**config.mk**
```make
export PLATFORM = sky130hd
export DESIGN_NAME = dma_channel
export DESIGN_NICKNAME = d
export VERILOG_FILES = /design/src/rtl/dma_channel.sv
export SDC_FILE = /design/constraint.sdc
export NUM_CORES = 1
export LEC_CHECK = 0
export ABC_AREA = 0
export CAP_MARGIN = 5
export CORE_MARGIN = 5
export CORE_UTILIZATION = 50
export CTS_CLUSTER_SIZE = 12
export DETAILED_ROUTE_END_ITERATION = 8
export PLACE_DENSITY = 0.81
export SLEW_MARGIN = 25
export SYNTH_ARGS = -nofsm -noshare
export SYNTH_HDL_FRONTEND = slang
export SYNTH_SLANG_ARGS = --single-unit
```
**constraint.sdc**
```tcl
create_clock -name clk -period 3.75 [get_ports clk]
set_input_delay 0.375 -clock clk [delete_from_list [all_inputs] [get_ports clk]]
set_output_delay 0.375 -clock clk [all_outputs]
set_load 0.1 [all_outputs]
```
**src/rtl/dma_channel.sv**
```systemverilog
// Single-channel DMA engine moving words between a device port and a memory port.
// Reads fetch one word per handshake; writes stage device words in a 4-entry FIFO.
module dma_channel #(
  parameter int DATA = 8,
  parameter int ADD  = 7,
  parameter int WORD = 5
) (
  input  logic            clk,
  input  logic            reset,
  input  logic            rqst,
  input  logic [WORD:0]   num_words,
  input  logic [ADD-1:0]  start_address,
  input  logic            rd_wr,
  input  logic            dev_ack,
  input  logic [DATA-1:0] dev_out,
  output logic            dma_ack,
  output logic [DATA-1:0] dev_in,
  output logic            dma_end_flag,
  output logic            mem_req,
  input  logic            mem_gnt,
  output logic            mem_we,
  output logic [ADD-1:0]  mem_addr,
  output logic [DATA-1:0] mem_wdata,
  input  logic [DATA-1:0] mem_rdata,
  output logic            busy,
  output logic            error
);

  localparam logic [3:0] IDLE     = 4'd0;
  localparam logic [3:0] GRANT    = 4'd1;
  localparam logic [3:0] RD_FETCH = 4'd2;
  localparam logic [3:0] RD_WAIT  = 4'd3;
  localparam logic [3:0] RD_OFFER = 4'd4;
  localparam logic [3:0] WR_XFER  = 4'd5;
  localparam logic [3:0] WR_DRAIN = 4'd6;
  localparam logic [3:0] DONE     = 4'd7;
  localparam logic [3:0] ERR      = 4'd8;

  localparam logic [WORD:0] CNT_ONE  = 1;
  localparam logic [ADD-1:0] ADDR_ONE = 1;

  logic [3:0]      state;
  logic [3:0]      state_next;
  logic [WORD:0]   len_q;
  logic            dir_q;
  logic [WORD:0]   cnt;
  logic [WORD:0]   cnt_inc;
  logic [ADD-1:0]  addr;
  logic [3:0]      to_cnt;

  logic [DATA-1:0] fifo_mem [4];
  logic [1:0]      wr_ptr;
  logic [1:0]      rd_ptr;
  logic [2:0]      fifo_cnt;
  logic            fifo_full;
  logic            fifo_empty;

  logic            wr_open;
  logic            offer;
  logic            push;
  logic            pop;
  logic            drain_phase;
  logic            timeout;

  assign fifo_full   = (fifo_cnt == 3'd4);
  assign fifo_empty  = (fifo_cnt == 3'd0);
  assign cnt_inc     = cnt + CNT_ONE;
  assign drain_phase = (state == WR_XFER) || (state == WR_DRAIN);

  // Device handshake: dma_ack is the channel's valid/ready, dev_ack the device's.
  // A word moves only in a cycle where both are high; GRANT's dma_ack is a start
  // notification and never transfers data.
  assign wr_open = (state == WR_XFER) && !fifo_full && (cnt < len_q);
  assign offer   = (state == RD_OFFER) || wr_open;
  assign push    = wr_open && dev_ack;
  assign pop     = drain_phase && !fifo_empty && mem_gnt;
  assign timeout = offer && !dev_ack && (to_cnt == 4'd15);

  assign dma_ack      = (state == GRANT) || offer;
  assign dma_end_flag = (state == DONE);
  assign busy         = (state != IDLE);
  assign mem_we       = drain_phase && !fifo_empty;
  assign mem_req      = (state == RD_FETCH) || mem_we;
  assign mem_addr     = addr;
  assign mem_wdata    = mem_we ? fifo_mem[rd_ptr] : '0;

  always_comb begin
    state_next = state;
    case (state)
      IDLE: begin
        if (rqst) state_next = (num_words == '0) ? DONE : GRANT;
      end
      GRANT:    state_next = dir_q ? RD_FETCH : WR_XFER;
      RD_FETCH: if (mem_gnt) state_next = RD_WAIT;
      RD_WAIT:  state_next = RD_OFFER;
      RD_OFFER: begin
        if (timeout)      state_next = ERR;
        else if (dev_ack) state_next = (cnt_inc == len_q) ? DONE : RD_FETCH;
      end
      WR_XFER: begin
        if (timeout)                          state_next = ERR;
        else if (push && (cnt_inc == len_q))  state_next = WR_DRAIN;
      end
      WR_DRAIN: if (fifo_empty) state_next = DONE;
      DONE:     state_next = IDLE;
      ERR:      state_next = IDLE;
      default:  state_next = IDLE;
    endcase
  end

  always_ff @(posedge clk) begin
    if (!reset) begin
      state    <= IDLE;
      len_q    <= '0;
      dir_q    <= 1'b0;
      cnt      <= '0;
      addr     <= '0;
      to_cnt   <= '0;
      dev_in   <= '0;
      error    <= 1'b0;
      wr_ptr   <= '0;
      rd_ptr   <= '0;
      fifo_cnt <= '0;
    end else begin
      state <= state_next;

      if ((state == IDLE) && rqst) begin
        len_q  <= num_words;
        dir_q  <= rd_wr;
        addr   <= start_address;
        cnt    <= '0;
        error  <= 1'b0;
      end

      if (state == RD_WAIT) dev_in <= mem_rdata;

      if ((state == RD_OFFER) && dev_ack && !timeout) begin
        cnt  <= cnt_inc;
        addr <= addr + ADDR_ONE;
      end
      if (push) cnt  <= cnt_inc;
      if (pop)  addr <= addr + ADDR_ONE;

      // Counts consecutive offered-but-unanswered cycles; any other cycle restarts it.
      if (offer && !dev_ack) to_cnt <= to_cnt + 4'd1;
      else                   to_cnt <= '0;

      if (timeout) error <= 1'b1;

      if (state == ERR) begin
        wr_ptr   <= '0;
        rd_ptr   <= '0;
        fifo_cnt <= '0;
      end else begin
        if (push) wr_ptr <= wr_ptr + 2'd1;
        if (pop)  rd_ptr <= rd_ptr + 2'd1;
        if (push && !pop)      fifo_cnt <= fifo_cnt + 3'd1;
        else if (pop && !push) fifo_cnt <= fifo_cnt - 3'd1;
      end
    end
  end

  always_ff @(posedge clk) begin
    if (push) fifo_mem[wr_ptr] <= dev_out;
  end

endmodule

```
* Word-level counts from Yosys, hierarchy flattened
Memories as Yosys holds them, arrays and structs flattened. A register that Yosys moved wholly into a read port is not among the register bits.
Index checks and enable logic that the tools add are counted.
** Word-level totals
- Memories kept :: 1
- Logic and storage cells :: 97
- Bits in writable memories :: 32
- Input port bits :: 35
- Bits in registers :: 44
** Operators by class
- Bitwise gates (word level) :: 1
- Reduce and logical (&&, ||, !) cells :: 34
- Equality and inequality tests :: 16
- Muxes and demuxes :: 26
- Order comparisons :: 1
- Add/sub/neg operators :: 7
** Memories
- fifo_mem :: depth 4, width 8, read ports 1, clocked after Yosys merged registers in 1, write ports 1, RTL line 51 : logic [DATA-1:0] fifo_mem [4];
** Operators by type and width (number)
- 4-bit two-way mux :: 7
- 4-bit one-hot mux with 7 select lines :: 1
- 7-bit two-way mux :: 3
- 6-bit two-way mux :: 3
- 4-bit by 3-bit equality test with 1-bit output (second input constant) :: 4
- 3-bit two-way mux :: 5
- 1-bit logical AND :: 13
- 4-bit by 2-bit equality test with 1-bit output (second input constant) :: 2
- 4-bit equality test (second input constant) :: 2
- 8-bit two-way mux :: 1
- 7-bit by 1-bit adder with 7-bit output (second input constant) :: 1
- 6-bit by 1-bit adder with 6-bit output (second input constant) :: 1
- 6-bit equality test :: 1
- 1-bit logical NOT :: 6
- 6-bit logical NOT :: 1
- 6-bit < comparator :: 1
- 2-bit != test (second input constant) :: 3
- 3-bit nonzero test :: 2
- 5-bit AND reduction :: 1
- 2-bit by 1-bit adder with 2-bit output (second input constant) :: 2
- 4-bit by 1-bit adder with 4-bit output (second input constant) :: 1
- 4-bit by 1-bit equality test with 1-bit output (second input constant) :: 1
- 4-bit logical NOT :: 1
- 1-bit logical OR :: 4
- 13 further kinds :: 18

* Longest topological paths before layout
Gate-level depths: netlist of the first run.
- Depth in word-level cells :: 11
- Depth in mapped cells :: 12
- Mapped depth without buffers :: 12

* Worst setup path after synthesis of the first run
OpenSTA, ideal clock, no wires.
- Path kind :: reg-to-output
- Start point :: reg state[2]
- End point :: out mem_req
- Buffers on the path :: 1
- Cell stages (with the launch flop) :: 4
- Arrival time :: 2996 ps
- Data required time :: 3375 ps
- Path slack :: 379 ps
- Cell sequence :: dfxtp_1 > buf_2 > nand2_1 > a221oi_1
** On the way
- Cells in the longest elaborated chain, start to end :: 4
- Elaborated cells on any way between the ends :: 6
- Those cells by class :: eq/ne: 3; reduce/logical: 3
** RTL lines
- start: declaration :: RTL line 42 : logic [3:0] state;
- start signal: assignment :: RTL line 125 : state <= state_next;
- 4-bit by 3-bit equality test with 1-bit output :: RTL line 68 : assign drain_phase = (state == WR_XFER) || (state == WR_DRAIN);
- 1-bit logical OR :: RTL line 68
- 1-bit logical AND :: RTL line 82 : assign mem_we = drain_phase && !fifo_empty;
- 1-bit logical OR * :: RTL line 83 : assign mem_req = (state == RD_FETCH) || mem_we;
- end: declaration :: RTL line 19 : output logic mem_req,
Mark *: on every way between the ends. The rest lies on a longest branch, timed or not.

* Worst setup path in the final report of the first run
- Start point :: reg cnt[3]
- End point :: reg fifo_cnt[2]
** On the way
- Cells in the longest elaborated chain, start to end :: 6
- Elaborated cells on any way between the ends :: 8
- Those cells by class :: order compare: 1; mux: 1; reduce/logical: 6
** RTL lines
- start: declaration :: RTL line 46 : logic [WORD:0] cnt;
- start signal: assignment :: RTL line 138 : cnt <= cnt_inc;
- start signal: assignment :: RTL line 141 : if (push) cnt <= cnt_inc;
- 6-bit < comparator * :: RTL line 73 : assign wr_open = (state == WR_XFER) && !fifo_full && (cnt < len_q);
- 1-bit logical AND * :: RTL line 73
- 1-bit logical AND * :: RTL line 75 : assign push = wr_open && dev_ack;
- net push :: RTL line 60 : logic push;
- 1-bit logical NOT :: RTL line 158 : else if (pop && !push) fifo_cnt <= fifo_cnt - 3'd1;
- 1-bit logical AND :: RTL line 158
- 2-bit nonzero test (no source line)
- end signal: assignment :: RTL line 157 : if (push && !pop) fifo_cnt <= fifo_cnt + 3'd1;
- end signal: assignment :: RTL line 158
- end: declaration :: RTL line 54 : logic [2:0] fifo_cnt;
Mark *: on every way through the listed nets, which the timed path passes. The rest lies on a longest branch.
A chain may end at the register's enable or synchronous reset.

==> tab_implementation.tex, run 1 <==
\begin{tabular}{lr}
\hline
Metric & Value \\
\hline
\multicolumn{2}{l}{\textbf{Floorplanning}} \\
Total Die Area & 9500 sq um \\
Die width & 97.5 um \\
Area of the core & 7610 sq um \\
Number of standard-cell rows in the floorplan & 32 \\
Die boundary height & between 90 and 100 um \\
Boundary Pins & 64 \\
Starting density of the core & 0.503 \\
\multicolumn{2}{l}{\textbf{Place}} \\
Sum of net half-perimeters after detailed placement & 6150 um \\
Pre-CTS setup slack & 0.759 ns \\
Final Wtd Congestion & 0.916 \\
IO buf count & 63 \\
\multicolumn{2}{l}{\textbf{Global routing}} \\
Largest net degree at the start of global routing & 28 \\
Via count of the first global-routing pass & 3032 \\
First-pass GRT wire length & 14200 um \\
Number of antenna violations at the first check in global routing & 0 \\
Global Route Usage Sum & 0.183 \\
Congestion Overflow GR & 0 \\
\multicolumn{2}{l}{\textbf{STA}} \\
Number of pins exceeding their max-slew limit in the final report & 0 \\
Number of setup violations in the final report & 0 \\
Worst Slack Setup Final & 0.712 ns \\
Slew margin rel. & 0.341 \\
Accumulated negative setup slack & 0 ns \\
Final clock skew & 0.00934 ns \\
Worst hold margin & 0.462 ns \\
Tightest Pin Transition & just under 1 ns \\
Maximum achievable frequency & about 0.33 GHz \\
Number of endpoints with negative hold slack in the final report & 0 \\
Unrepaired setup endpoints after global routing & no \\
Fin crit share & 0.810 \\
Clock period minus worst slack & 3.04 ns \\
\multicolumn{2}{l}{\textbf{Setup path}} \\
Critical path start-end classification & flop to flop \\
Capture instance of the worst register-to-register path & fifo\_cnt[2] \\
Worst reg-to-reg setup slack & roughly 0.71 ns \\
Source of the worst register-to-register timing path & cnt[3] \\
Startpoint kind of the worst setup timing path & flop \\
Worst Reg2Reg Path Length in Cells & 11 \\
CP Max Fanout & 9 \\
Arrival time of data at the critical path endpoint & 3.33 ns \\
Required time of the critical path & between 4 and 5 ns \\
Kind of capture point of the worst setup path & flop \\
\multicolumn{2}{l}{\textbf{Clock network}} \\
CTS tree & built \\
Clock-pin slew of the registers on the worst-case setup and hold paths & 0.09 ns \\
Resized Gates After CTS & 0 \\
Root Buffer Master & sky130\_fd\_sc\_hd\_\_clkbuf\_8 \\
CTS Hold Buffers Added & 0 \\
TritonCTS buffer count & 9 \\
CTS H-tree lvls & 3 \\
Post-CTS Setup Inserts & 0 \\
Number of clock sinks & 78 \\
Clock Latency Late Sink & between 0.3 and 0.4 ns \\
Number of buffers between clock root and the deepest sink & 2 \\
\multicolumn{2}{l}{\textbf{Synth}} \\
Proportion of register bits with asynchronous set or reset after synthesis & 0 \\
Sequential fraction of the synthesis area & 0.492 \\
Post-Synthesis Mean Instance Area & 10.8 sq um \\
Number of synthesized flops with an enable pin & 32 \\
Fraction of synthesized cell area taken by the top area cell type & 0.251 \\
Leading post-synthesis cells by cell area & sky130\_fd\_sc\_hd\_\_edfxtp\_1 25\%, sky130\_fd\_sc\_hd\_\_dfxtp\_1 24\%, sky130\_fd\_sc\_hd\_\_mux4\_2 4.7\%, sky130\_fd\_sc\_hd\_\_ha\_1 4.6\%, sky130\_fd\_sc\_hd\_\_a21oi\_1 3.5\% \\
Most instantiated library cell after synthesis & sky130\_fd\_sc\_hd\_\_dfxtp\_1 \\
Area of the mapped netlist & 3830 sq um \\
Post-synthesis cell type with the largest combined area & sky130\_fd\_sc\_hd\_\_edfxtp\_1 \\
Net count after synthesis & just over 400 \\
Top\_reg\_cell synth & sky130\_fd\_sc\_hd\_\_dfxtp\_1 \\
Synth cell types & 62 \\
Synthesized instance count & $\sim$360 \\
Synth warnings & 0 \\
Number of register bits inferred by synthesis & 78 \\
Top post-synthesis cells by count & 46 x sky130\_fd\_sc\_hd\_\_dfxtp\_1, 35 x sky130\_fd\_sc\_hd\_\_nor2\_1, 32 x sky130\_fd\_sc\_hd\_\_edfxtp\_1 \\
\multicolumn{2}{l}{\textbf{Route}} \\
Initial DRC Count & 129 \\
Vias & 2903 \\
Number of vias per cell after detailed routing & around 5.5 \\
Antenna-violating nets left & 0 \\
Number of iterations in the first detailed-routing pass & 4 \\
Routed Wire Length & 8320 um \\
Detailed-route DRC error count & 0 \\
Routed len/inst & approximately 16 um \\
\multicolumn{2}{l}{\textbf{Run status}} \\
Status & finished, final reports clean \\
\multicolumn{2}{l}{\textbf{Power and ir drop}} \\
Static leakage power & around 0.0017 uW \\
PnR Total Power & roughly 2800 uW \\
Worst vdd rail ir drop & 0.822 mV \\
Pwr per Cell Area & 606 nW/um\^{}2 \\
\multicolumn{2}{l}{\textbf{Hold path}} \\
Hold Crit Class & flop to flop \\
Source of the worst hold timing path & to\_cnt[0] \\
Hold worst-path end & to\_cnt[0] \\
Hold Crit Depth & 1 \\
\multicolumn{2}{l}{\textbf{Final layout}} \\
Antenna Cells & 0 \\
Area of the multi-input gates & 1820 sq um \\
Area of all sequential standard cells & about 1900 sq um \\
Total number of nets in the final design & 469 \\
Layout fillers & 631 \\
Share of layout cells above drive strength 1 & 0.137 \\
Area delta synth->final & 22.7\% \\
\multicolumn{2}{l}{\textbf{Flow run}} \\
Max-cap viol count & 0 \\
\hline
\end{tabular}
state kept, by name, indices dropped and copies added (netlist names), named ones only:
name and flops:
state 4, error 1, wr_ptr 2, len_q 6, dir_q 1, dev_in 8
cnt 6, rd_ptr 2, fifo_cnt 3, mem_addr 7, to_cnt 4, fifo_mem 32
metal layers:
| metal | GRT usage | share of wire |
|---|---|---|
| met4 | 0.0788 | 0.018 |
| met1 | 0.224 | 0.42 |
| met2 | 0.307 | 0.49 |
| met3 | 0.0431 | 0.068 |
| met5 | 0 | 0 |
report_power, final:
group          total, uW  internal [uW]  switching (uW)
combinational       1210            367             846
clock                582            249             332
sequential          1050            955            94.0
logic make-up (layout without fill, tap and decap cells):
kind of cell    after synthesis  in the layout  share of synthesized area
simple gates                124            124                      0.175
mux                          22             22                     0.0850
xor+xnor                     14             14                     0.0320
compound gates               71             71                      0.132
fa+ha+maj                    15             15                     0.0510
buf+inv                      31            100                     0.0333
flops                        78             78                      0.492
critical path: stages, from the launching register on:
cell	delay, ns
sky130_fd_sc_hd__dfxtp_1	0.46
sky130_fd_sc_hd__ha_1	0.29
sky130_fd_sc_hd__a21o_1	0.21
sky130_fd_sc_hd__a221oi_4	0.32
sky130_fd_sc_hd__nand3_1	0.17
sky130_fd_sc_hd__nor2_4	0.24
sky130_fd_sc_hd__ha_1	0.22
sky130_fd_sc_hd__inv_1	0.06
sky130_fd_sc_hd__fa_1	0.38
sky130_fd_sc_hd__xor2_1	0.18
sky130_fd_sc_hd__or3_1	0.30
sky130_fd_sc_hd__a21oi_1	0.14
stage by stage:
stage               area [sq um]   util  cells
global placement            4520  0.594    510
finish                      4700  0.617    526
detailed placement          4520  0.594    510
floorplan                   3830      -    355
CTS                         4700  0.617    526
global route                4700  0.617    526
worst max-delay path by stage:
stage,slack (ns),endpoint,from
4_1_cts,0.72,fifo_cnt[2],cnt[3]
2_1_floorplan,0.38,mem_req,state[2]
3_5_place_dp,0.76,fifo_cnt[2],cnt[3]
6_report,0.71,fifo_cnt[2],cnt[3]
5_1_grt,0.53,fifo_cnt[2],cnt[3]
3_3_place_gp,0.82,fifo_cnt[2],cnt[3]
cell usage in the layout, fill, tap and decap left out, types with 4 or more instances in the layout:
cell                              synthesis  layout
sky130_fd_sc_hd__a21oi_1                 27      27
sky130_fd_sc_hd__a22oi_1                  4       4
sky130_fd_sc_hd__and2_1                  16      16
sky130_fd_sc_hd__and3_1                   4       4
sky130_fd_sc_hd__buf_4                    2      16
sky130_fd_sc_hd__clkbuf_8                 0       9
sky130_fd_sc_hd__clkdlybuf4s50_1          0      50
sky130_fd_sc_hd__dfxtp_1                 46      46
sky130_fd_sc_hd__edfxtp_1                32      32
sky130_fd_sc_hd__ha_1                    14      14
sky130_fd_sc_hd__inv_1                   16      16
sky130_fd_sc_hd__mux2i_1                 13      13
sky130_fd_sc_hd__mux4_2                   8       8
sky130_fd_sc_hd__nand2_1                 29      29
sky130_fd_sc_hd__nand3_1                 11      11
sky130_fd_sc_hd__nor2_1                  35      35
sky130_fd_sc_hd__nor3_1                   6       6
sky130_fd_sc_hd__o211ai_1                 5       5
sky130_fd_sc_hd__o21ai_1                  6       6
sky130_fd_sc_hd__xnor2_1                  6       6
sky130_fd_sc_hd__xor2_1                   8       8
area by class of cell:
class / count / share of cell area
Sequential cell: 78 / 0.401
Multi-Input combinational cell: 246 / 0.387
Timing Repair Buffer: 66 / 0.132
Tap cell: 102 / 0.0272
Clock buffer: 9 / 0.0264
Inverter: 18 / 0.0144
Clock inverter: 7 / 0.0120
Note: power is estimated with default switching activity, not from simulation.
==> inputs of run 2 (changes only) <==
clock period = 2.8 ns   (was 3.75 ns; I/O delays follow)
==> run 2 against run 1 <==
Compared with the run above:
- worst setup slack lost 0.59 ns
- sequential cell count is the same
- utilization grew 3.5 points
- cell area grew 5.7%
- hold slack gained 0.0029 ns
- global-route usage shrank 0.088 points
- total power grew 44%
- highest routed layer unchanged
==> tab_implementation.tex, run 2 (synthesis gave the netlist of run 1 again) <==
\begin{tabular}{lr}
\hline
Metric & Value \\
\hline
\multicolumn{2}{l}{\textbf{STA}} \\
Number of endpoints with negative hold slack in the final report & 0 (unchanged) \\
Worst Slack Setup Final & 0.118 ns (was 0.712 ns) \\
Fin crit share & 0.958 (was 0.810) \\
Slew margin rel. & 0.608 (was 0.341) \\
Final clock skew & 0.00872 ns (was 0.00934 ns) \\
Accumulated negative setup slack & 0 ns (unchanged) \\
Clock period minus worst slack & 2.68 ns (was 3.04 ns) \\
Tightest Pin Transition & 0.586 ns (was 0.986 ns) \\
Number of pins exceeding their max-slew limit in the final report & 0 (unchanged) \\
Maximum achievable frequency & 0.373 GHz (was 0.329 GHz) \\
Number of setup violations in the final report & 0 (unchanged) \\
\multicolumn{2}{l}{\textbf{Power and ir drop}} \\
PnR Total Power & 4080 uW (was 2840 uW) \\
Static leakage power & 0.00180 uW (was 0.00166 uW) \\
Worst vdd rail ir drop & 1.06 mV (was 0.822 mV) \\
Pwr per Cell Area & 823 nW/um\^{}2 (was 606 nW/um\^{}2) \\
\multicolumn{2}{l}{\textbf{Final layout}} \\
Share of layout cells above drive strength 1 & 0.218 (was 0.137) \\
Commonest non-fill, non-tap cell in the layout & sky130\_fd\_sc\_hd\_\_dfxtp\_1 (was sky130\_fd\_sc\_hd\_\_clkdlybuf4s50\_1) \\
Antenna Cells & 0 (unchanged) \\
Total number of nets in the final design & 481 (was 469) \\
Number of flip-flops in the largest register & 32 (unchanged) \\
Top library cells by usage in the layout, fill and taps aside & 42 x sky130\_fd\_sc\_hd\_\_dfxtp\_1, 35 x sky130\_fd\_sc\_hd\_\_nor2\_1, 34 x sky130\_fd\_sc\_hd\_\_clkdlybuf4s50\_1, 34 x sky130\_fd\_sc\_hd\_\_buf\_4, 32 x sky130\_fd\_sc\_hd\_\_edfxtp\_1 (was 50 x sky130\_fd\_sc\_hd\_\_clkdlybuf4s50\_1, 46 x sky130\_fd\_sc\_hd\_\_dfxtp\_1, 35 x sky130\_fd\_sc\_hd\_\_nor2\_1) \\
Register with the most flip-flops & fifo\_mem (unchanged) \\
Area delta synth->final & 29.7\% (was 22.7\%) \\
Fin util & 0.652 (was 0.617) \\
\multicolumn{2}{l}{\textbf{Route}} \\
Antenna-violating nets left & 0 (unchanged) \\
Vias & 2947 (was 2903) \\
Number of iterations in the first detailed-routing pass & 4 (unchanged) \\
Detailed-route DRC error count & 0 (unchanged) \\
Initial DRC Count & 133 (was 129) \\
Number of vias per cell after detailed routing & 5.48 (was 5.52) \\
Routed len/inst & 15.6 um (was 15.8 um) \\
Routed Wire Length & 8400 um (was 8320 um) \\
\multicolumn{2}{l}{\textbf{Setup path}} \\
Worst reg-to-reg setup slack & 0.12 ns (was 0.71 ns) \\
Startpoint kind of the worst setup timing path & flop (unchanged) \\
Logic depth of the worst setup path including buffers & 12 (was 11) \\
Cell chain of the critical path & inv\_1 > ha\_4 > a21o\_1 > a221oi\_4 > nand3\_2 > nor2\_4 > ha\_4 > inv\_1 > fa\_1 > xor2\_1 > or3\_1 > a21oi\_1 (was ha\_1 > a21o\_1 > a221oi\_4 > nand3\_1 > nor2\_4 > ha\_1 > inv\_1 > fa\_1 > xor2\_1 > or3\_1 > a21oi\_1) \\
Last element of the critical path & fifo\_cnt[2] (unchanged) \\
Source of the worst register-to-register timing path & len\_q[3] (was cnt[3]) \\
Maximum single-stage delay on the critical path & 0.38 ns (was 0.46 ns) \\
Critical path buffers and inverters & 2 (was 1) \\
Kind of capture point of the worst setup path & flop (unchanged) \\
Arrival time of data at the critical path endpoint & 2.97 ns (was 3.33 ns) \\
Top delay family on crit path & adder cells (unchanged) \\
CP Max Fanout & 3 (was 9) \\
Critical path start-end classification & flop to flop (unchanged) \\
Worst Reg2Reg Path Length in Cells & 12 (was 11) \\
Crit path launch & len\_q[3] (was cnt[3]) \\
Capture instance of the worst register-to-register path & fifo\_cnt[2] (unchanged) \\
Required time of the critical path & 3.09 ns (was 4.04 ns) \\
Library cell contributing the largest single delay on the critical path & sky130\_fd\_sc\_hd\_\_fa\_1 (was sky130\_fd\_sc\_hd\_\_dfxtp\_1) \\
\multicolumn{2}{l}{\textbf{Floorplanning}} \\
Die width & 97.5 um (unchanged) \\
Boundary Pins & 64 (unchanged) \\
Die boundary height & 97.5 um (unchanged) \\
Number of standard-cell rows in the floorplan & 32 (unchanged) \\
Total Die Area & 9500 sq um (unchanged) \\
Area of the core & 7610 sq um (unchanged) \\
Starting density of the core & 0.503 (unchanged) \\
\multicolumn{2}{l}{\textbf{Place}} \\
Pre-CTS setup slack & 0.0353 ns (was 0.759 ns) \\
IO buf count & 63 (unchanged) \\
Sum of net half-perimeters after detailed placement & 6240 um (was 6150 um) \\
Final Wtd Congestion & 0.911 (was 0.916) \\
\multicolumn{2}{l}{\textbf{Clock network}} \\
CTS tree & built (unchanged) \\
TritonCTS buffer count & 9 (unchanged) \\
Clock-pin slew of the registers on the worst-case setup and hold paths & 0.08 ns (was 0.09 ns) \\
Number of buffers between clock root and the deepest sink & 2 (unchanged) \\
CTS H-tree lvls & 3 (unchanged) \\
Number of clock sinks & 78 (unchanged) \\
Root Buffer Master & sky130\_fd\_sc\_hd\_\_clkbuf\_8 (unchanged) \\
Clock Latency Late Sink & 0.35 ns (was 0.36 ns) \\
CTS Hold Buffers Added & 0 (unchanged) \\
\multicolumn{2}{l}{\textbf{Global routing}} \\
Via count of the first global-routing pass & 2905 (was 3032) \\
Number of antenna violations at the first check in global routing & 0 (unchanged) \\
Largest net degree at the start of global routing & 27 (was 28) \\
Congestion Overflow GR & 0 (unchanged) \\
Global Route Usage Sum & 0.182 (was 0.183) \\
First-pass GRT wire length & 14100 um (was 14200 um) \\
\multicolumn{2}{l}{\textbf{Run status}} \\
Status & finished, final reports clean (unchanged) \\
\multicolumn{2}{l}{\textbf{Flow run}} \\
Max-cap viol count & 0 (unchanged) \\
\multicolumn{2}{l}{\textbf{Hold path}} \\
Hold Crit Class & flop to flop (unchanged) \\
\hline
\end{tabular}
## run 2: cell types whose count changed in the layout (fill, tap and decap cells not counted), sizes merged
cell and change:
buf +28, bufinv +2, clkinv -2, inv -2, clkdlybuf4s50 -16, clkinvlp +1
clkbuf +1
## run 2: worst min path at each step
stage               startpoint              to  slack, ns  cells after the start
floorplan           dev_out[0]  fifo_mem[0][0]       0.38                      0
global placement     to_cnt[0]       to_cnt[0]       0.43                      1
detailed placement    len_q[0]        len_q[0]       0.46                      2
CTS                      rd_wr           dir_q       0.46                      3
global route             rd_wr           dir_q       0.49                      3
finish               to_cnt[0]       to_cnt[0]       0.47                      1
## run 2: cell type report
| type | instances | area [sq um] |
|---|---|---|
| timing repair buffer | 78 | 796 |
| sequential | 78 | 1890 |
| inverter | 18 | 67.6 |
| multi-input combinational | 246 | 1860 |
| tap | 102 | 128 |
| clock inverter | 6 | 93.8 |
| clock buffer | 10 | 128 |
| fill | 589 | 2650 |
## run 2: power by group
part | switching (uW) | internal, uW | total (uW)
Combinational | 1210 | 572 | 1780
Sequential | 79.8 | 1280 | 1360
Clock | 427 | 508 | 936
Total | 1720 | 2360 | 4080
## run 2: layer usage
metal	GRT usage	vias up	wire length, um
met5	0	-	0
met3	0.0409	13	471
met2	0.305	96	4160
met1	0.230	1403	3600
li1	-	1435	-
met4	0.0650	0	163
## run 2: stage by stage
stage / hold WS, ns / cell area, sq um / instances
floorplan: 0.379 / 3840 / 355
global placement: 0.432 / 4690 / 520
detailed placement: 0.455 / 4690 / 520
CTS: 0.456 / 4910 / 536
global route: 0.489 / 4960 / 538
finish: 0.465 / 4960 / 538
## run 2: what timing repair did
| action | in CTS | in global routing |
|---|---|---|
| setup endpoints to repair | 0 | 2 |
| resized for setup | 0 | 9 |
| setup buffers | 0 | 2 |
==> inputs of run 3 (changes only) <==
ABC_AREA = 1   (was 0)
==> run 3 against run 2 <==
Compared with the run above:
- total power shrank 12%
- clock skew grew 0.0011 ns
- via count increased by 14%
- combinational power shrank 21%
- register-to-register slack gained 0.15 ns
- cell count increased by 18%
- wire length increased by 3.2%
==> tab_implementation.tex, run 3 <==
\begin{tabular}{lr}
\hline
Metric & Value \\
\hline
\multicolumn{2}{l}{\textbf{Clock network}} \\
Root Buffer Master & sky130\_fd\_sc\_hd\_\_clkbuf\_8 (unchanged) \\
CTS H-tree lvls & 3 (unchanged) \\
CTS tree & built (unchanged) \\
Resized Gates After CTS & 0 (unchanged) \\
Clock-pin slew of the registers on the worst-case setup and hold paths & 0.09 ns (was 0.08 ns) \\
Number of buffers between clock root and the deepest sink & 2 (unchanged) \\
Number of clock sinks & 78 (unchanged) \\
TritonCTS buffer count & 9 (unchanged) \\
Clock Latency Late Sink & 0.35 ns (about the same) \\
CTS Hold Buffers Added & 0 (unchanged) \\
Post-CTS Setup Inserts & 0 (unchanged) \\
\multicolumn{2}{l}{\textbf{Floorplanning}} \\
Total Die Area & 9460 sq um (was 9500 sq um) \\
Area of the core & 7330 sq um (was 7610 sq um) \\
Boundary Pins & 64 (unchanged) \\
Starting density of the core & 0.520 (was 0.503) \\
Die width & 97.3 um (was 97.5 um) \\
Number of standard-cell rows in the floorplan & 31 (was 32) \\
Die boundary height & 97.3 um (was 97.5 um) \\
\multicolumn{2}{l}{\textbf{Place}} \\
IO buf count & 63 (unchanged) \\
Sum of net half-perimeters after detailed placement & 6390 um (was 6240 um) \\
Final Wtd Congestion & 0.937 (was 0.911) \\
\multicolumn{2}{l}{\textbf{Synth}} \\
Number of synthesized flops with an enable pin & 32 (unchanged) \\
Post-Synthesis Mean Instance Area & 8.26 sq um (was 10.8 sq um) \\
Proportion of register bits with asynchronous set or reset after synthesis & 0 (unchanged) \\
Top post-synthesis cells by count & 79 x sky130\_fd\_sc\_hd\_\_nand2\_1, 72 x sky130\_fd\_sc\_hd\_\_nor2\_1, 54 x sky130\_fd\_sc\_hd\_\_inv\_1 (was 46 x sky130\_fd\_sc\_hd\_\_dfxtp\_1, 35 x sky130\_fd\_sc\_hd\_\_nor2\_1, 32 x sky130\_fd\_sc\_hd\_\_edfxtp\_1) \\
Post-synthesis cell type with the largest combined area & sky130\_fd\_sc\_hd\_\_edfxtp\_1 (unchanged) \\
Sequential fraction of the synthesis area & 0.494 (was 0.492) \\
Net count after synthesis & 511 (was 405) \\
Synthesized instance count & 461 (was 355) \\
Most instantiated library cell after synthesis & sky130\_fd\_sc\_hd\_\_nand2\_1 (was sky130\_fd\_sc\_hd\_\_dfxtp\_1) \\
Synth warnings & 0 (unchanged) \\
Leading post-synthesis cells by cell area & sky130\_fd\_sc\_hd\_\_edfxtp\_1 25\%, sky130\_fd\_sc\_hd\_\_dfxtp\_1 24\%, sky130\_fd\_sc\_hd\_\_nand2\_1 7.8\%, sky130\_fd\_sc\_hd\_\_nor2\_1 7.1\%, sky130\_fd\_sc\_hd\_\_inv\_1 5.3\% (was sky130\_fd\_sc\_hd\_\_edfxtp\_1 25\%, sky130\_fd\_sc\_hd\_\_dfxtp\_1 24\%, sky130\_fd\_sc\_hd\_\_mux4\_2 4.7\%, sky130\_fd\_sc\_hd\_\_ha\_1 4.6\%, sky130\_fd\_sc\_hd\_\_a21oi\_1 3.5\%) \\
Fraction of synthesized cell area taken by the top area cell type & 0.252 (was 0.251) \\
Area of the mapped netlist & 3810 sq um (was 3830 sq um) \\
Number of register bits inferred by synthesis & 78 (unchanged) \\
Synth cell types & 36 (was 62) \\
Top\_reg\_cell synth & sky130\_fd\_sc\_hd\_\_dfxtp\_1 (unchanged) \\
\multicolumn{2}{l}{\textbf{Setup path}} \\
Library cell contributing the largest single delay on the critical path & sky130\_fd\_sc\_hd\_\_dfxtp\_1 (was sky130\_fd\_sc\_hd\_\_fa\_1) \\
Maximum single-stage delay on the critical path & 0.44 ns (was 0.38 ns) \\
Required time of the critical path & 3.05 ns (was 3.09 ns) \\
Startpoint kind of the worst setup timing path & flop (unchanged) \\
Critical path start-end classification & flop to flop (unchanged) \\
Top delay family on crit path & adder cells (unchanged) \\
Kind of capture point of the worst setup path & flop (unchanged) \\
Critical path buffers and inverters & 2 (unchanged) \\
Arrival time of data at the critical path endpoint & 2.78 ns (was 2.97 ns) \\
Worst Reg2Reg Path Length in Cells & 13 (was 12) \\
Cell chain of the critical path & ha\_1 > inv\_1 > nor2\_1 > o21ai\_0 > nand3\_4 > nor2\_4 > ha\_1 > inv\_1 > fa\_1 > o21ai\_0 > a21o\_1 > a21oi\_1 > o21a\_1 (was inv\_1 > ha\_4 > a21o\_1 > a221oi\_4 > nand3\_2 > nor2\_4 > ha\_4 > inv\_1 > fa\_1 > xor2\_1 > or3\_1 > a21oi\_1) \\
CP Max Fanout & 7 (was 3) \\
Logic depth of the worst setup path including buffers & 13 (was 12) \\
\multicolumn{2}{l}{\textbf{Route}} \\
Routed len/inst & 13.6 um (was 15.6 um) \\
Detailed-route DRC error count & 0 (unchanged) \\
Antenna-violating nets left & 0 (unchanged) \\
Routed Wire Length & 8660 um (was 8400 um) \\
Vias & 3353 (was 2947) \\
Number of iterations in the first detailed-routing pass & 5 (was 4) \\
Number of vias per cell after detailed routing & 5.26 (was 5.48) \\
Initial DRC Count & 162 (was 133) \\
\multicolumn{2}{l}{\textbf{Power and ir drop}} \\
Sw Share & 0.443 (was 0.421) \\
Proportion of power drawn by combinational gates & 0.393 (was 0.437) \\
Net switching power figure & 1580 uW (was 1720 uW) \\
Internal power summed over all cells & 2000 uW (was 2360 uW) \\
Static leakage power & 0.00201 uW (was 0.00180 uW) \\
Sequential cell fraction of total power & 0.384 (was 0.334) \\
Pwr per Cell Area & 742 nW/um\^{}2 (was 823 nW/um\^{}2) \\
Worst vdd rail ir drop & 0.935 mV (was 1.06 mV) \\
Clock group share of total power & 0.222 (was 0.229) \\
\multicolumn{2}{l}{\textbf{Global routing}} \\
Number of antenna violations at the first check in global routing & 0 (unchanged) \\
Global Route Usage Sum & 0.185 (was 0.182) \\
Via count of the first global-routing pass & 3297 (was 2905) \\
Largest net degree at the start of global routing & 20 (was 27) \\
First-pass GRT wire length & 14700 um (was 14100 um) \\
Congestion Overflow GR & 0 (unchanged) \\
\multicolumn{2}{l}{\textbf{Final layout}} \\
Register with the most flip-flops & fifo\_mem (unchanged) \\
Number of flip-flops in the largest register & 32 (unchanged) \\
Total number of nets in the final design & 583 (was 481) \\
Area of the multi-input gates & 1660 sq um (was 1860 sq um) \\
Top library cells by usage in the layout, fill and taps aside & 79 x sky130\_fd\_sc\_hd\_\_nand2\_1, 72 x sky130\_fd\_sc\_hd\_\_nor2\_1, 54 x sky130\_fd\_sc\_hd\_\_inv\_1 (was 42 x sky130\_fd\_sc\_hd\_\_dfxtp\_1, 35 x sky130\_fd\_sc\_hd\_\_nor2\_1, 34 x sky130\_fd\_sc\_hd\_\_clkdlybuf4s50\_1, 34 x sky130\_fd\_sc\_hd\_\_buf\_4, 32 x sky130\_fd\_sc\_hd\_\_edfxtp\_1) \\
Area of all sequential standard cells & 1880 sq um (was 1890 sq um) \\
Area delta synth->final & 26.7\% (was 29.7\%) \\
Commonest non-fill, non-tap cell in the layout & sky130\_fd\_sc\_hd\_\_nand2\_1 (was sky130\_fd\_sc\_hd\_\_dfxtp\_1) \\
Antenna Cells & 0 (unchanged) \\
Share of layout cells above drive strength 1 & 0.138 (was 0.218) \\
Layout fillers & 561 (was 589) \\
\multicolumn{2}{l}{\textbf{STA}} \\
Slew margin rel. & 0.628 (was 0.608) \\
Unrepaired setup endpoints after global routing & no \\
Number of pins exceeding their max-slew limit in the final report & 0 (unchanged) \\
Clock period minus worst slack & 2.53 ns (was 2.68 ns) \\
Number of setup violations in the final report & 0 (unchanged) \\
Worst hold margin & 0.448 ns (was 0.465 ns) \\
Accumulated negative setup slack & 0 ns (unchanged) \\
Tightest Pin Transition & 0.556 ns (was 0.586 ns) \\
Final clock skew & 0.00981 ns (was 0.00872 ns) \\
Fin crit share & 0.903 (was 0.958) \\
Number of endpoints with negative hold slack in the final report & 0 (unchanged) \\
Maximum achievable frequency & 0.396 GHz (was 0.373 GHz) \\
\multicolumn{2}{l}{\textbf{Run status}} \\
Status & finished, final reports clean (unchanged) \\
\multicolumn{2}{l}{\textbf{Hold path}} \\
Hold Crit Depth & 1 (unchanged) \\
Hold Crit Class & flop to flop (unchanged) \\
\multicolumn{2}{l}{\textbf{Flow run}} \\
Max-cap viol count & 0 (unchanged) \\
\hline
\end{tabular}
-- run 3: changes by cell type after synthesis, sizes merged, moves of 8 or more --
cell,before,now
nand2,29,82
nor2,38,82
inv,16,58
nand3,11,37
o21ai,9,26
and2,16,0
mux2i,13,0
mux4,8,0
o32ai,0,8
-- run 3: layout make-up --
| class | count | area share |
|---|---|---|
| clock buffer | 9 | 0.0257 |
| clock inverter | 7 | 0.0130 |
| inverter | 60 | 0.0467 |
| multi-input combinational | 312 | 0.344 |
| sequential | 78 | 0.390 |
| tap | 99 | 0.0257 |
| timing repair buffer | 72 | 0.156 |
-- run 3: power groups by stage --
| stage | registers (uW) | clock network (uW) | logic, uW |
|---|---|---|---|
| 2_1_floorplan | 1660 | 0 | 792 |
| 3_3_place_gp | 1390 | 0 | 1380 |
| 3_5_place_dp | 1400 | 0 | 1410 |
| 4_1_cts | 1370 | 814 | 1410 |
| 5_1_grt | 1390 | 863 | 1520 |
| 6_report | 1380 | 797 | 1410 |
-- run 3: through the flow --
| stage | cell area (sq um) | setup slack (ns) | util | power, uW | instances |
|---|---|---|---|---|---|
| final | 4830 | 0.272 | 0.658 | 3580 | 637 |
| after global routing | 4830 | 0.0651 | 0.658 | 3770 | 637 |
| after CTS | 4830 | 0.275 | 0.658 | 3600 | 637 |
| after detailed placement | 4640 | 0.289 | 0.633 | 2800 | 621 |
| after global placement | 4640 | 0.380 | 0.633 | 2780 | 621 |
| after floorplan | 3810 | 0.420 | - | 2450 | 461 |
-- run 3: final timing paths --
path	from	endpoint	slack [ns]
max reg2reg	cnt[1]	fifo_cnt[2]	0.27
max	cnt[1]	fifo_cnt[2]	0.27
min reg2reg	to_cnt[0]	to_cnt[0]	0.45
min	to_cnt[0]	to_cnt[0]	0.45
-- run 3: cells by family after synthesis --
family / Yosys count / share of synthesized area
AO/OA/AOI/OAI: 76 / 0.117
XOR/XNOR: 7 / 0.0161
adder cells (fa/ha/maj): 15 / 0.0512
buffers and inverters: 71 / 0.0706
flip-flops: 78 / 0.494
AND/OR/NAND/NOR: 214 / 0.251
-- run 3: metal layers --
metal | GRT usage | up-vias | routed length (um)
met5 | 0 | - | 0
met4 | 0.0607 | 0 | 70
met3 | 0.0495 | 7 | 549
met2 | 0.317 | 106 | 4270
met1 | 0.226 | 1571 | 3770
li1 | - | 1669 | -
